--- src/rtl/uart_pkg.sv ---
// Shared types and constants for the UART receiver feeding the 7-segment decoder.
package uart_pkg;

  typedef enum logic [2:0] {
    IDLE,
    START,
    DATA,
    STOP,
    BREAK
  } state_t;

  localparam logic [7:0] DIGIT_LO   = 8'h30;
  localparam logic [7:0] DIGIT_HI   = 8'h39;
  localparam logic [7:0] UPPER_LO   = 8'h41;
  localparam logic [7:0] UPPER_HI   = 8'h49;
  localparam logic [7:0] LOWER_LO   = 8'h61;
  localparam logic [7:0] LOWER_HI   = 8'h69;
  localparam logic [7:0] BLANK_CODE = 8'hFF;

endpackage

--- src/rtl/uart_rx_fnd_code_if.sv ---
// Serial line plus received-byte/symbol outputs of the UART-to-7seg receiver.
interface uart_rx_fnd_code_if;
  logic       rx;
  logic [7:0] rx_data;
  logic       rx_valid;
  logic [7:0] number;
  logic       char_err;
  logic       frame_err;

  modport master (
    input  rx,
    output rx_data, rx_valid, number, char_err, frame_err
  );

  modport slave (
    output rx,
    input  rx_data, rx_valid, number, char_err, frame_err
  );
endinterface

--- src/rtl/ascii_to_fnd_code.sv ---
// Combinational ASCII-to-symbol mapping: digits 0-9, letters A-I / a-i to 0x0A-0x12.
module ascii_to_fnd_code
  import uart_pkg::*;
(
  input  logic [7:0] ascii,
  output logic [7:0] code,
  output logic       valid
);

  always_comb begin
    code  = BLANK_CODE;
    valid = 1'b0;
    if (ascii >= DIGIT_LO && ascii <= DIGIT_HI) begin
      code  = ascii - DIGIT_LO;
      valid = 1'b1;
    end else if (ascii >= UPPER_LO && ascii <= UPPER_HI) begin
      code  = ascii - 8'h37;
      valid = 1'b1;
    end else if (ascii >= LOWER_LO && ascii <= LOWER_HI) begin
      code  = ascii - 8'h57;
      valid = 1'b1;
    end
  end

endmodule

--- src/rtl/uart_rx_fnd_code.sv ---
// 8N1 UART receiver; registers the raw byte and the decoder symbol code for the 7-seg driver.
module uart_rx_fnd_code
  import uart_pkg::*;
#(
  parameter int CLK_FREQ     = 50000000,
  parameter int BAUD         = 115200,
  parameter int CLKS_PER_BIT = CLK_FREQ / BAUD
) (
  input  logic                 clk,
  input  logic                 rst_n,
  uart_rx_fnd_code_if.master   bus
);

  localparam int CNT_W = $clog2(CLKS_PER_BIT);
  localparam logic [CNT_W-1:0] CNT_FULL = CNT_W'(CLKS_PER_BIT - 1);
  localparam logic [CNT_W-1:0] CNT_HALF = CNT_W'(CLKS_PER_BIT / 2 - 1);

  state_t           state, state_nxt;
  logic             rx_meta, rx_sync;
  logic [CNT_W-1:0] cnt;
  logic [2:0]       bit_idx;
  logic [7:0]       shift_reg;
  logic [7:0]       code;
  logic             code_valid;
  logic             tick, cnt_clr, shift_en, frame_ok, frame_bad;

  ascii_to_fnd_code u_map (
    .ascii (shift_reg),
    .code  (code),
    .valid (code_valid)
  );

  always_ff @(posedge clk or negedge rst_n) begin
    if (!rst_n) begin
      rx_meta <= 1'b1;
      rx_sync <= 1'b1;
    end else begin
      rx_meta <= bus.rx;
      rx_sync <= rx_meta;
    end
  end

  // START waits half a bit so every later sample lands at a bit centre
  assign tick = (cnt == ((state == START) ? CNT_HALF : CNT_FULL));

  always_ff @(posedge clk or negedge rst_n) begin
    if (!rst_n) state <= IDLE;
    else        state <= state_nxt;
  end

  always_comb begin
    state_nxt = state;
    unique case (state)
      IDLE:  if (!rx_sync) state_nxt = START;
      START: if (tick) state_nxt = rx_sync ? IDLE : DATA;
      DATA:  if (tick && bit_idx == 3'd7) state_nxt = STOP;
      STOP:  if (tick) state_nxt = rx_sync ? IDLE : BREAK;
      BREAK: if (rx_sync) state_nxt = IDLE;
      default: state_nxt = IDLE;
    endcase
  end

  always_comb begin
    cnt_clr   = 1'b0;
    shift_en  = 1'b0;
    frame_ok  = 1'b0;
    frame_bad = 1'b0;
    unique case (state)
      IDLE, BREAK: cnt_clr = 1'b1;
      START:       cnt_clr = tick;
      DATA: begin
        cnt_clr  = tick;
        shift_en = tick;
      end
      STOP: begin
        cnt_clr   = tick;
        frame_ok  = tick && rx_sync;
        frame_bad = tick && !rx_sync;
      end
      default: cnt_clr = 1'b1;
    endcase
  end

  always_ff @(posedge clk or negedge rst_n) begin
    if (!rst_n) begin
      cnt           <= '0;
      bit_idx       <= '0;
      shift_reg     <= '0;
      bus.rx_data   <= '0;
      bus.rx_valid  <= 1'b0;
      bus.number    <= BLANK_CODE;
      bus.char_err  <= 1'b0;
      bus.frame_err <= 1'b0;
    end else begin
      cnt <= cnt_clr ? '0 : cnt + CNT_W'(1);
      if (state == IDLE) bit_idx <= '0;
      else if (shift_en) bit_idx <= bit_idx + 3'd1;
      if (shift_en) shift_reg <= {rx_sync, shift_reg[7:1]};
      bus.rx_valid  <= frame_ok;
      bus.char_err  <= frame_ok && !code_valid;
      bus.frame_err <= frame_bad;
      if (frame_ok) bus.rx_data <= shift_reg;
      if (frame_ok && code_valid) bus.number <= code;
    end
  end

endmodule
--- src/flat_wrapper.sv ---
// flat-port wrapper written by rule: the top's interface ports become plain ports
module uart_rx_fnd_code_flat import uart_pkg::*;
#(
  parameter int CLK_FREQ     = 50000000,
  parameter int BAUD         = 115200,
  parameter int CLKS_PER_BIT = CLK_FREQ / BAUD
)
  (clk, rst_n, bus_rx, bus_rx_data, bus_rx_valid, bus_number, bus_char_err, bus_frame_err);
  uart_rx_fnd_code_if bus_i ();
  input  logic clk;
  input  logic rst_n;
  input wire logic [$bits(bus_i.rx)-1:0] bus_rx;
  output wire logic [$bits(bus_i.rx_data)-1:0] bus_rx_data;
  output wire logic [$bits(bus_i.rx_valid)-1:0] bus_rx_valid;
  output wire logic [$bits(bus_i.number)-1:0] bus_number;
  output wire logic [$bits(bus_i.char_err)-1:0] bus_char_err;
  output wire logic [$bits(bus_i.frame_err)-1:0] bus_frame_err;
  assign bus_i.rx = bus_rx;
  assign bus_rx_data = bus_i.rx_data;
  assign bus_rx_valid = bus_i.rx_valid;
  assign bus_number = bus_i.number;
  assign bus_char_err = bus_i.char_err;
  assign bus_frame_err = bus_i.frame_err;
  uart_rx_fnd_code #(.CLK_FREQ(CLK_FREQ), .BAUD(BAUD), .CLKS_PER_BIT(CLKS_PER_BIT)) u_core (.clk(clk), .rst_n(rst_n), .bus(bus_i));
endmodule
--- config.mk ---
export PLATFORM = sky130hd
export DESIGN_NAME = uart_rx_fnd_code_flat
export DESIGN_NICKNAME = d
export VERILOG_FILES = /design/src/rtl/uart_pkg.sv /design/src/rtl/uart_rx_fnd_code_if.sv /design/src/rtl/ascii_to_fnd_code.sv /design/src/rtl/uart_rx_fnd_code.sv /design/src/flat_wrapper.sv
export SDC_FILE = /design/constraint.sdc
export NUM_CORES = 1
export LEC_CHECK = 0
export ABC_AREA = 1
export BUFFER_PORTS_ARGS = -buffer_cell sky130_fd_sc_hd__buf_2
export CORE_MARGIN = 2
export CORE_UTILIZATION = 55
export CTS_CLUSTER_DIAMETER = 30
export DETAILED_ROUTE_END_ITERATION = 10
export GPL_TIMING_DRIVEN = 0
export PLACE_DENSITY = 0.75
export REMOVE_ABC_BUFFERS = 1
export SYNTH_ARGS = -nofsm -noshare
export SYNTH_HDL_FRONTEND = slang
export SYNTH_SLANG_ARGS = --single-unit
--- constraint.sdc ---
create_clock -name clk -period 2.5 [get_ports clk]
set_input_delay 0.125 -clock clk [delete_from_list [all_inputs] [get_ports clk]]
set_output_delay 0.125 -clock clk [all_outputs]
set_load 0.005 [all_outputs]
; ---- After elaboration in Yosys (flattened, before gate mapping)
; Cells that the tools add are included.
[word_totals]
register_bits = 44
in_bits = 3
out_inout_bits = 19
word_cells = 69
[classes]
add_sub_neg = 5
magnitude_cmp = 6
n_eq_ne = 11
muxes = 22
n_reduce_logical = 14
[ops]
columns = cell, count
row1 = $mux W3, 8
row2 = $mux W8, 3
row3 = $mux W9, 2
row4 = $ge A8 B7 Y1 const B, 2
row5 = $le A8 B7 Y1 const B, 2
row6 = $sub A8 B6 Y8 const B, 2
row7 = $pmux W3 S5, 1
row8 = $add A9 B1 Y9 const B, 1
row9 = $eq A9 B9 Y1, 1
row10 = $ge A8 B6 Y1 const B, 1
row11 = $le A8 B6 Y1 const B, 1
row12 = $logic_and A1 B1 Y1, 8
row13 = $ne A2 B1 Y1 const B, 4
row14 = $sub A8 B7 Y8 const B, 1
row15 = $mux W1, 7
row16 = $eq A3 B2 Y1 const B, 2
row17 = $eq A3 B3 Y1 const B, 2
row18 = $reduce_and A5 Y1, 1
row19 = $add A3 B1 Y3 const B, 1
row20 = $eq A3 B1 Y1 const B, 1
row21 = $logic_not A3 Y1, 1
row22 = $reduce_or A3 Y1, 1
row23 = $logic_not A1 Y1, 2
row24 = $mux W2, 1
row25 = 2 further kinds, 2

; ---- Logic depth before layout (Yosys ltp)
; Gate-level depths: netlist of the first run.
[depth]
depth_word = 7
ltp_mapped = 13

; ---- By module
; Synthesis of the first run repeated with hierarchy kept, for this count alone.
[hier_totals]
hier_cells = 326
hier_area_um2 = 2593.7
[modules_own_cells]
columns = mod, n_inst, cells_each, area_each_um2, seq_area_each_um2
row1 = uart_rx_fnd_code, 1, 219, 2011.9, 1113.6
row2 = ascii_to_fnd_code, 1, 107, 581.8, 0.0

; ---- Least setup slack after synthesis of the first run
; OpenSTA, ideal clock, no wires.
[synth_path]
path_kind = register to register
from = reg u_core.shift_reg[1]
to = reg u_core.bus.number[1]
setup_ns = 0.081
arrival_ns = 1.587
t_required_ns = 2.419
setup_slack_ns = 0.832
stages_incl_launch_ff = 13
path_buffers = 1
synth_period_minus_slack_ns = 1.668
cell_sequence = dfrtp_1 inv_1 ha_1 nand2_2 nor2_4 nor2_4 nor2_4 inv_4 nand3_4 nand2_4 buf_6 nand2_1 o21ai_2
[synth_between]
elab_chain_len = 6
word_cells_on_any_way = 19
classes_between = add/sub: 3 / order compare: 6 / mux: 6 / reduce/logical: 4
[synth_lines]
columns = item, line_no
row1 = from (decl), uart_rx_fnd_code.sv:22  ; logic [7:0] shift_reg;
row2 = from (signal assigned), uart_rx_fnd_code.sv:98  ; if (shift_en) shift_reg <= {rx_sync, shift_reg[7:1]};
row3 = $ge A8 B7 Y1 / $le A8 B7 Y1 (equally long branches), ascii_to_fnd_code.sv:19  ; end else if (ascii >= LOWER_LO && ascii <= LOWER_HI) begin
row4 = $logic_and A1 B1 Y1, ascii_to_fnd_code.sv:19
row5 = $mux W1, ascii_to_fnd_code.sv:19
row6 = $mux W1, ascii_to_fnd_code.sv:16  ; end else if (ascii >= UPPER_LO && ascii <= UPPER_HI) begin
row7 = $mux W1, ascii_to_fnd_code.sv:13  ; if (ascii >= DIGIT_LO && ascii <= DIGIT_HI) begin
row8 = $logic_and A1 B1 Y1, uart_rx_fnd_code.sv:103  ; if (frame_ok && code_valid) bus.number <= code;
row9 = to (signal assigned), uart_rx_fnd_code.sv:103
row10 = to (decl), uart_rx_fnd_code_if.sv:12  ; output rx_data, rx_valid, number, char_err, frame_err
; Parallel ways exist; a longest one is shown, timed or not.
; A chain may end at the register's enable or synchronous reset.

; ---- Final worst setup path of the first run
[layout_path]
from = reg u_core.cnt[5]
to = reg u_core.bit_idx[2]
[layout_between]
elab_chain_len = 3
[layout_lines]
columns = item, line_no
row1 = from (decl), uart_rx_fnd_code.sv:20  ; logic [CNT_W-1:0] cnt;
row2 = from (signal assigned), uart_rx_fnd_code.sv:95  ; cnt <= cnt_clr ? '0 : cnt + CNT_W'(1);
row3 = $eq A9 B9 Y1, uart_rx_fnd_code.sv:44  ; assign tick = (cnt == ((state == START) ? CNT_HALF : CNT_FULL));
row4 = $mux W1, uart_rx_fnd_code.sv:68  ; unique case (state)
row5 = $reduce_bool A2 Y1 (no line), -
row6 = to (signal assigned), uart_rx_fnd_code.sv:97  ; else if (shift_en) bit_idx <= bit_idx + 3'd1;
row7 = to (decl), uart_rx_fnd_code.sv:21  ; logic [2:0] bit_idx;
; Every way passes these cells.

==> flow_metrics.py, run 1 <==
metrics = {
    "final_layout": {
        "num-fill-cells": 379,
        "largest_reg_flops": 9,
        "syn2layout_area_growth_pct": 8.46,
        "antennaDiodeCount": 0,
        "instances_no_fill": 373,
        "mostFrequentLayoutCell": "nand2_1",
        "finalNetCount": 333,
        "final_cell_mix": "nand2_1 (73), dfrtp_1 (34), inv_1 (30), nand3_1 (27), nor2_1 (27)",
        "layout-drive-gt1-share": 0.231,
        "largest_register": "u_core.cnt",
    },
    "synth": {
        "ys_seq_area_frac": 0.448,
        "ys_ff_latch": 44,
        "synth_top_area_frac": 0.342,
        "yosys_warnings": 0,
        "synthArstFlopShare": 1.00,
        "synthesis.area_mm2": 0.00248,
        "synth_edf_count": 0,
        "synth.avg_cell_area_um2": 8.31,
        "ys_top_cells_by_area": "dfrtp_1 (34%), nand2_1 (11%), dfstp_2 (11%), nand3_1 (5.4%), ha_1 (5.0%)",
        "synth_cells": 299,
        "synth_cell_types": 35,
        "ys.flop_type": "dfrtp_1",
        "yosysTopAreaCell": "dfrtp_1",
    },
    "power": {
        "switching_share": 0.213,
        "vdd_drop_max_uv": 295,
        "seq_power_share": 0.599,
        "p_per_area_mw_per_mm2": 444,
        "clockPowerShare": 0.387,
        "p_sw_uw": 255,
        "combPwrFrac": 0.014,
        "intPower_uw": 941,
        "p_leak_nw": 1.40,
    },
    "job": {
        "maxCapViolCount": 0,
    },
    "worst_setup_path": {
        "cp.required_ns": 2.69,
        "reg2reg_from": "u_core.cnt[5]$_DFF_PN0_",
        "critPathLaunchType": "register",
        "path_class": "register to register",
        "path_max_fanout": 20,
        "crit_path_start": "u_core.cnt[5]$_DFF_PN0_",
        "cp_data_arrival_time_ns": 2.09,
        "r2r_cells": 10,
        "end_kind": "register",
    },
    "global_routing": {
        "grtUsageMet1": 0.288,
        "grt_pass1_vias": 1778,
        "grt-busiest-layer": "met2",
        "gr-total-overflow": 0,
        "grt_antenna_before_repair": 0,
        "use_met2": 0.294,
        "grt_max_degree": 45,
        "gr-usage-all-layers": 0.198,
        "met3_usage": 0.0323,
        "grt_pass1_wl_mm": 7.97,
    },
    "placement": {
        "place_congestion": 0.866,
        "numPortBuffers": 21,
        "dp_hpwl_mm": 3.23,
        "place_inst": 364,
    },
    "drt": {
        "drt-initial-drc-count": 132,
        "wl_per_cell_um": 11.9,
        "viasPerCell": 5.12,
        "dr.pass1.iters": 4,
        "drc": 0,
        "drt_wl_total_mm": 4.43,
        "vias": 1908,
        "drtAntennaViolNets": 0,
    },
    "die": {
        "die_w_um": 71.2,
        "ios": 22,
        "dieArea_mm2": 0.00507,
        "core_area_mm2": 0.00435,
        "initial_core_util": 0.571,
        "die_h_um": 71.2,
        "num_rows": 24,
    },
    "timing": {
        "setup_viol": 0,
        "final_max_slew_viol_count": 0,
        "period_share": 0.760,
        "period_minus_slack_ns": 1.90,
        "slew_headroom": 0.377,
        "holdWs_ns": -0.0333,
        "setup_tns_ns": 0,
        "rsz0062_at_grt": "false",
        "tightest_slew_ns": 0.934,
        "finalHoldViolCount": 34,
        "clock_skew_ns": 0.00857,
        "timing.fmax_ghz": 0.526,
    },
    "cts": {
        "cts_buffers": 5,
        "clk_pin_slew_ns": 0.09,
        "cts_root_buffer": "clkbuf_8",
        "cts_setup_buffers": 0,
        "ctsResizeCount": 0,
        "insertion_delay_ns": 0.30,
        "htreeDepth": 2,
        "cts.path.max_buffers": 2,
        "cts_sinks": 44,
        "cts_tree": "done",
        "holdBufCountCts": 1,
    },
    "status": {
        "violations": "hold timing",
        "status": "finished, violations left",
    },
    "hold_path": {
        "min_path_type": "input pin to asynchronous set/reset pin",
    },
}
[power by group through the flow]
stage          combinational [mW]  sequential [mW]  clock, mW
2_1_floorplan             0.00104            0.729          0
3_3_place_gp               0.0165            0.729          0
3_5_place_dp               0.0168            0.729          0
4_1_cts                    0.0181            0.716      0.481
5_1_grt                    0.0202            0.716      0.511
6_report                   0.0165            0.716      0.463
[layer usage]
| layer | vias to the layer above | wire, µm |
|---|---|---|
| met5 | - | 0 |
| met4 | 0 | 87 |
| met3 | 8 | 171 |
| met2 | 41 | 1950 |
| met1 | 860 | 2220 |
| li1 | 999 | - |
[synth_stat cells (all sizes together), types with 2 or more instances]
| cell type | count |
|---|---|
| ha | 10 |
| buf | 8 |
| nor2 | 32 |
| o21ai | 26 |
| nor3 | 6 |
| inv | 37 |
| nor3b | 2 |
| nand4 | 4 |
| dfstp | 10 |
| nand3 | 30 |
| xor2 | 3 |
| dfrtp | 34 |
| a21oi | 9 |
| nand2 | 81 |
[area by class of cell]
cell class	instances	area, µm²	share of cell area
Tap cell	52	65.1	0.0241
Inverter	38	153	0.0566
Sequential cell	44	1110	0.413
Clock buffer	6	82.6	0.0306
Multi-Input combinational cell	209	1150	0.427
Timing Repair Buffer	22	115	0.0427
Clock inverter	2	15.0	0.00557
[kinds of logic (layout without fill, tap and decap cells)]
family	count (synthesis)	after routing	synth area share
simple gates	158	158	0.307
buf+inv	46	68	0.0886
flops	44	44	0.448
compound gates	38	38	0.0957
fa+ha+maj	10	10	0.0504
xor+xnor	3	3	0.0106
[worst max-delay path, cell delays in order (launching register included)]
cell and delay (ns):
dfrtp_1 0.43, inv_1 0.11, nand3_1 0.07, nor2_1 0.12, nand2_1 0.07, nand2_1 0.10, nand2_4 0.09, nor2_2 0.54
nand2_1 0.13, nand2_1 0.09, a21oi_1 0.04
[path summary, 6_finish.rpt]
check / slack [ns] / endpoint
setup / recovery: 0.60 / u_core.bit_idx[2]$_DFFE_PN0P_
hold / removal: -0.03 / u_core.bus.rx_valid$_DFF_PN0_
setup reg to reg: 0.60 / u_core.bit_idx[2]$_DFFE_PN0P_
hold reg to reg: 0.36 / u_core.rx_sync$_DFF_PN1_
max in group asynchronous: 1.96 / u_core.bus.char_err$_DFF_PN0_
min in group clk: 0.36 / u_core.rx_sync$_DFF_PN1_
[through the flow]
step                power, mW  hold WS, ns  utilization  area, µm²  worst slack (ns)
finish                   1.20      -0.0333        0.619       2700             0.600
global route             1.25       0.0492        0.619       2700             0.431
CTS                      1.22      0.00391        0.619       2700             0.598
detailed placement      0.746        0.232        0.594       2590             0.626
global placement        0.746        0.231        0.594       2590             0.649
floorplan               0.730       -0.171            -       2420             0.830
No activity file was read; power rests on OpenSTA's default activity.
==> run 2: changes to the inputs <==
==> constraint.sdc (replaced) <==
create_clock -name clk -period 1.8 [get_ports clk]
set_input_delay 0.09 -clock clk [delete_from_list [all_inputs] [get_ports clk]]
set_output_delay 0.09 -clock clk [all_outputs]
set_load 0.005 [all_outputs]
==> run 2 against run 1 <==
- the flow now finishes without violations
- cell count is 2.1% higher
- first-iteration DRC count is 3.0% lower
- worst hold slack better by 0.39 ns
- fmax is 11% higher
- clock skew hardly changed
- critical endpoint is now u_core.bus.number[4]$_DFFE_PN1P_
- highest routed layer unchanged
==> flow_metrics.py, run 2 (synthesized netlist as in run 1, its figures left out) <==
metrics = {
    "cts": {
        "cts.path.max_buffers": 2,
        "clk_pin_slew_ns": 0.08,
        "htreeDepth": 2,
        "cts_sinks": 44,
        "insertion_delay_ns": 0.30,
        "cts_root_buffer": "clkbuf_8",
        "cts_buffers": 5,
        "cts_tree": "done",
    },
    "drt": {
        "viasPerCell": 5.12,
        "met2_length_mm": 2.04,
        "vias": 1950,
        "drt_wl_total_mm": 4.66,
        "top_layer": "met4",
        "dr.pass1.iters": 6,
        "drc": 0,
        "drt-initial-drc-count": 128,
        "drtAntennaViolNets": 0,
        "wl_per_cell_um": 12.2,
        "wl_met3_um": 174,
        "drt-met1-wl_mm": 2.36,
    },
    "die": {
        "core_area_mm2": 0.00435,
        "initial_core_util": 0.571,
        "die_w_um": 71.2,
        "ios": 22,
        "dieArea_mm2": 0.00507,
        "num_rows": 24,
        "die_h_um": 71.2,
    },
    "power": {
        "p_leak_nw": 1.43,
        "p_sw_uw": 352,
        "clockPowerShare": 0.386,
        "p_per_area_mw_per_mm2": 591,
        "seq_power_share": 0.599,
        "switching_share": 0.212,
        "combPwrFrac": 0.015,
        "total_power_mw": 1.66,
        "vdd_drop_max_uv": 407,
        "intPower_mw": 1.31,
    },
    "placement": {
        "place_inst": 364,
        "dp_hpwl_mm": 3.23,
        "numPortBuffers": 21,
        "place_congestion": 0.866,
        "dpl-instance-area_mm2": 0.00259,
    },
    "timing": {
        "timing.fmax_ghz": 0.586,
        "slew_headroom": 0.376,
        "setup_viol": 0,
        "clock_skew_ns": 0.00894,
        "final_max_slew_viol_count": 0,
        "period_minus_slack_ns": 1.71,
        "finalHoldViolCount": 0,
        "period_share": 0.947,
        "tightest_slew_ns": 0.936,
    },
    "worst_setup_path": {
        "reg2reg_from": "u_core.shift_reg[5]$_DFFE_PN0P_",
        "r2r_cells": 8,
        "cp.required_ns": 2.03,
        "path_max_fanout": 9,
        "end_kind": "register",
        "r2r_end": "u_core.bus.number[4]$_DFFE_PN1P_",
        "path_class": "register to register",
        "critPathLaunchType": "register",
        "ff2ff_setup_slack_ns": 0.09,
        "cp_data_arrival_time_ns": 1.93,
    },
    "final_layout": {
        "antennaDiodeCount": 0,
        "mostFrequentLayoutCell": "nand2_1",
        "final_cell_mix": "nand2_1 (73), dfrtp_1 (30), inv_1 (27), nand3_1 (26), nor2_1 (26)",
        "layout-drive-gt1-share": 0.283,
        "final_core_util": 0.645,
        "finalNetCount": 341,
        "syn2layout_area_growth_pct": 13.0,
        "largest_reg_flops": 9,
        "instances_no_fill": 381,
        "largest_register": "u_core.cnt",
        "final_area_mm2": 0.00281,
    },
    "hold_path": {
        "min_path_type": "register to register",
        "worstHoldStart": "u_core.rx_meta$_DFF_PN1_",
        "hold_depth": 0,
        "min_delay_worst_endpoint": "u_core.rx_sync$_DFF_PN1_",
    },
    "global_routing": {
        "gr-usage-all-layers": 0.198,
        "grt_pass1_vias": 1779,
        "grt_antenna_before_repair": 0,
        "gr-total-overflow": 0,
        "grt_max_degree": 45,
        "grt_pass1_wl_mm": 7.98,
    },
    "status": {
        "status": "complete, no violations",
    },
    "job": {
        "maxCapViolCount": 0,
    },
}
[run 2: layout make-up]
cell class | instances | area (µm²)
Inverter | 38 | 159
Clock buffer | 6 | 82.6
Sequential cell | 44 | 1120
Fill cell | 368 | 1550
Tap cell | 52 | 65.1
Clock inverter | 2 | 15.0
Multi-Input combinational cell | 211 | 1200
Timing Repair Buffer | 28 | 163
[run 2: worst max-delay path: stages (launching register included)]
cell and delay [ns]:
dfrtp_2 0.48, clkinvlp_4 0.17, ha_1 0.16, inv_1 0.04, nor2_1 0.17, nand3_2 0.19, nand3_4 0.19, nand2_4 0.10
o21ai_1 0.15
[run 2: per-stage QoR]
step / hold WS, ns / TNS (ns) / worst slack [ns]
after floorplan: -0.206 / 0 / 0.130
after global placement: 0.196 / -0.203 / -0.0514
after detailed placement: 0.197 / -0.644 / -0.0742
after CTS: 0.360 / 0 / 0.0110
after global routing: 0.362 / -0.00597 / -0.00300
final: 0.358 / 0 / 0.0948
[run 2: timing repair]
action | 4_1_cts | 5_1_grt
resized for setup | 4 | 12
hold endpoints to repair | 35 | 0
gates cloned | 0 | 2
hold buffers | 2 | 0
pin swaps | 1 | 3
setup buffers | 1 | 4
endpoints found under the setup margin | 19 | 12
[run 2: power groups by stage]
stage          clock network (mW)  logic, mW  registers, mW
2_1_floorplan                   0    0.00145           1.01
3_3_place_gp                    0     0.0229           1.01
3_5_place_dp                    0     0.0234           1.01
4_1_cts                     0.668     0.0267          0.995
5_1_grt                     0.709     0.0295          0.995
6_report                    0.641     0.0246          0.995
[run 2: worst max-delay path by stage]
stage | from | slack (ns) | depth (start not counted) | endpoint
floorplan | u_core.shift_reg[1]$_DFFE_PN0P_ | 0.13 | 10 | u_core.bus.number[5]$_DFFE_PN1P_
global placement | u_core.shift_reg[1]$_DFFE_PN0P_ | -0.05 | 10 | u_core.bus.number[5]$_DFFE_PN1P_
detailed placement | u_core.cnt[5]$_DFF_PN0_ | -0.07 | 10 | u_core.bit_idx[2]$_DFFE_PN0P_
CTS | u_core.shift_reg[1]$_DFFE_PN0P_ | 0.01 | 10 | u_core.bus.number[5]$_DFFE_PN1P_
global route | u_core.shift_reg[5]$_DFFE_PN0P_ | -0.003 | 8 | u_core.bus.number[3]$_DFFE_PN1P_
finish | u_core.shift_reg[5]$_DFFE_PN0P_ | 0.09 | 8 | u_core.bus.number[4]$_DFFE_PN1P_
[run 2: metal layers]
| metal | track usage | vias up |
|---|---|---|
| li1 | - | 1018 |
| met1 | 0.289 | 882 |
| met2 | 0.293 | 42 |
| met3 | 0.0323 | 8 |
| met4 | 0.0901 | 0 |
| met5 | 0 | - |
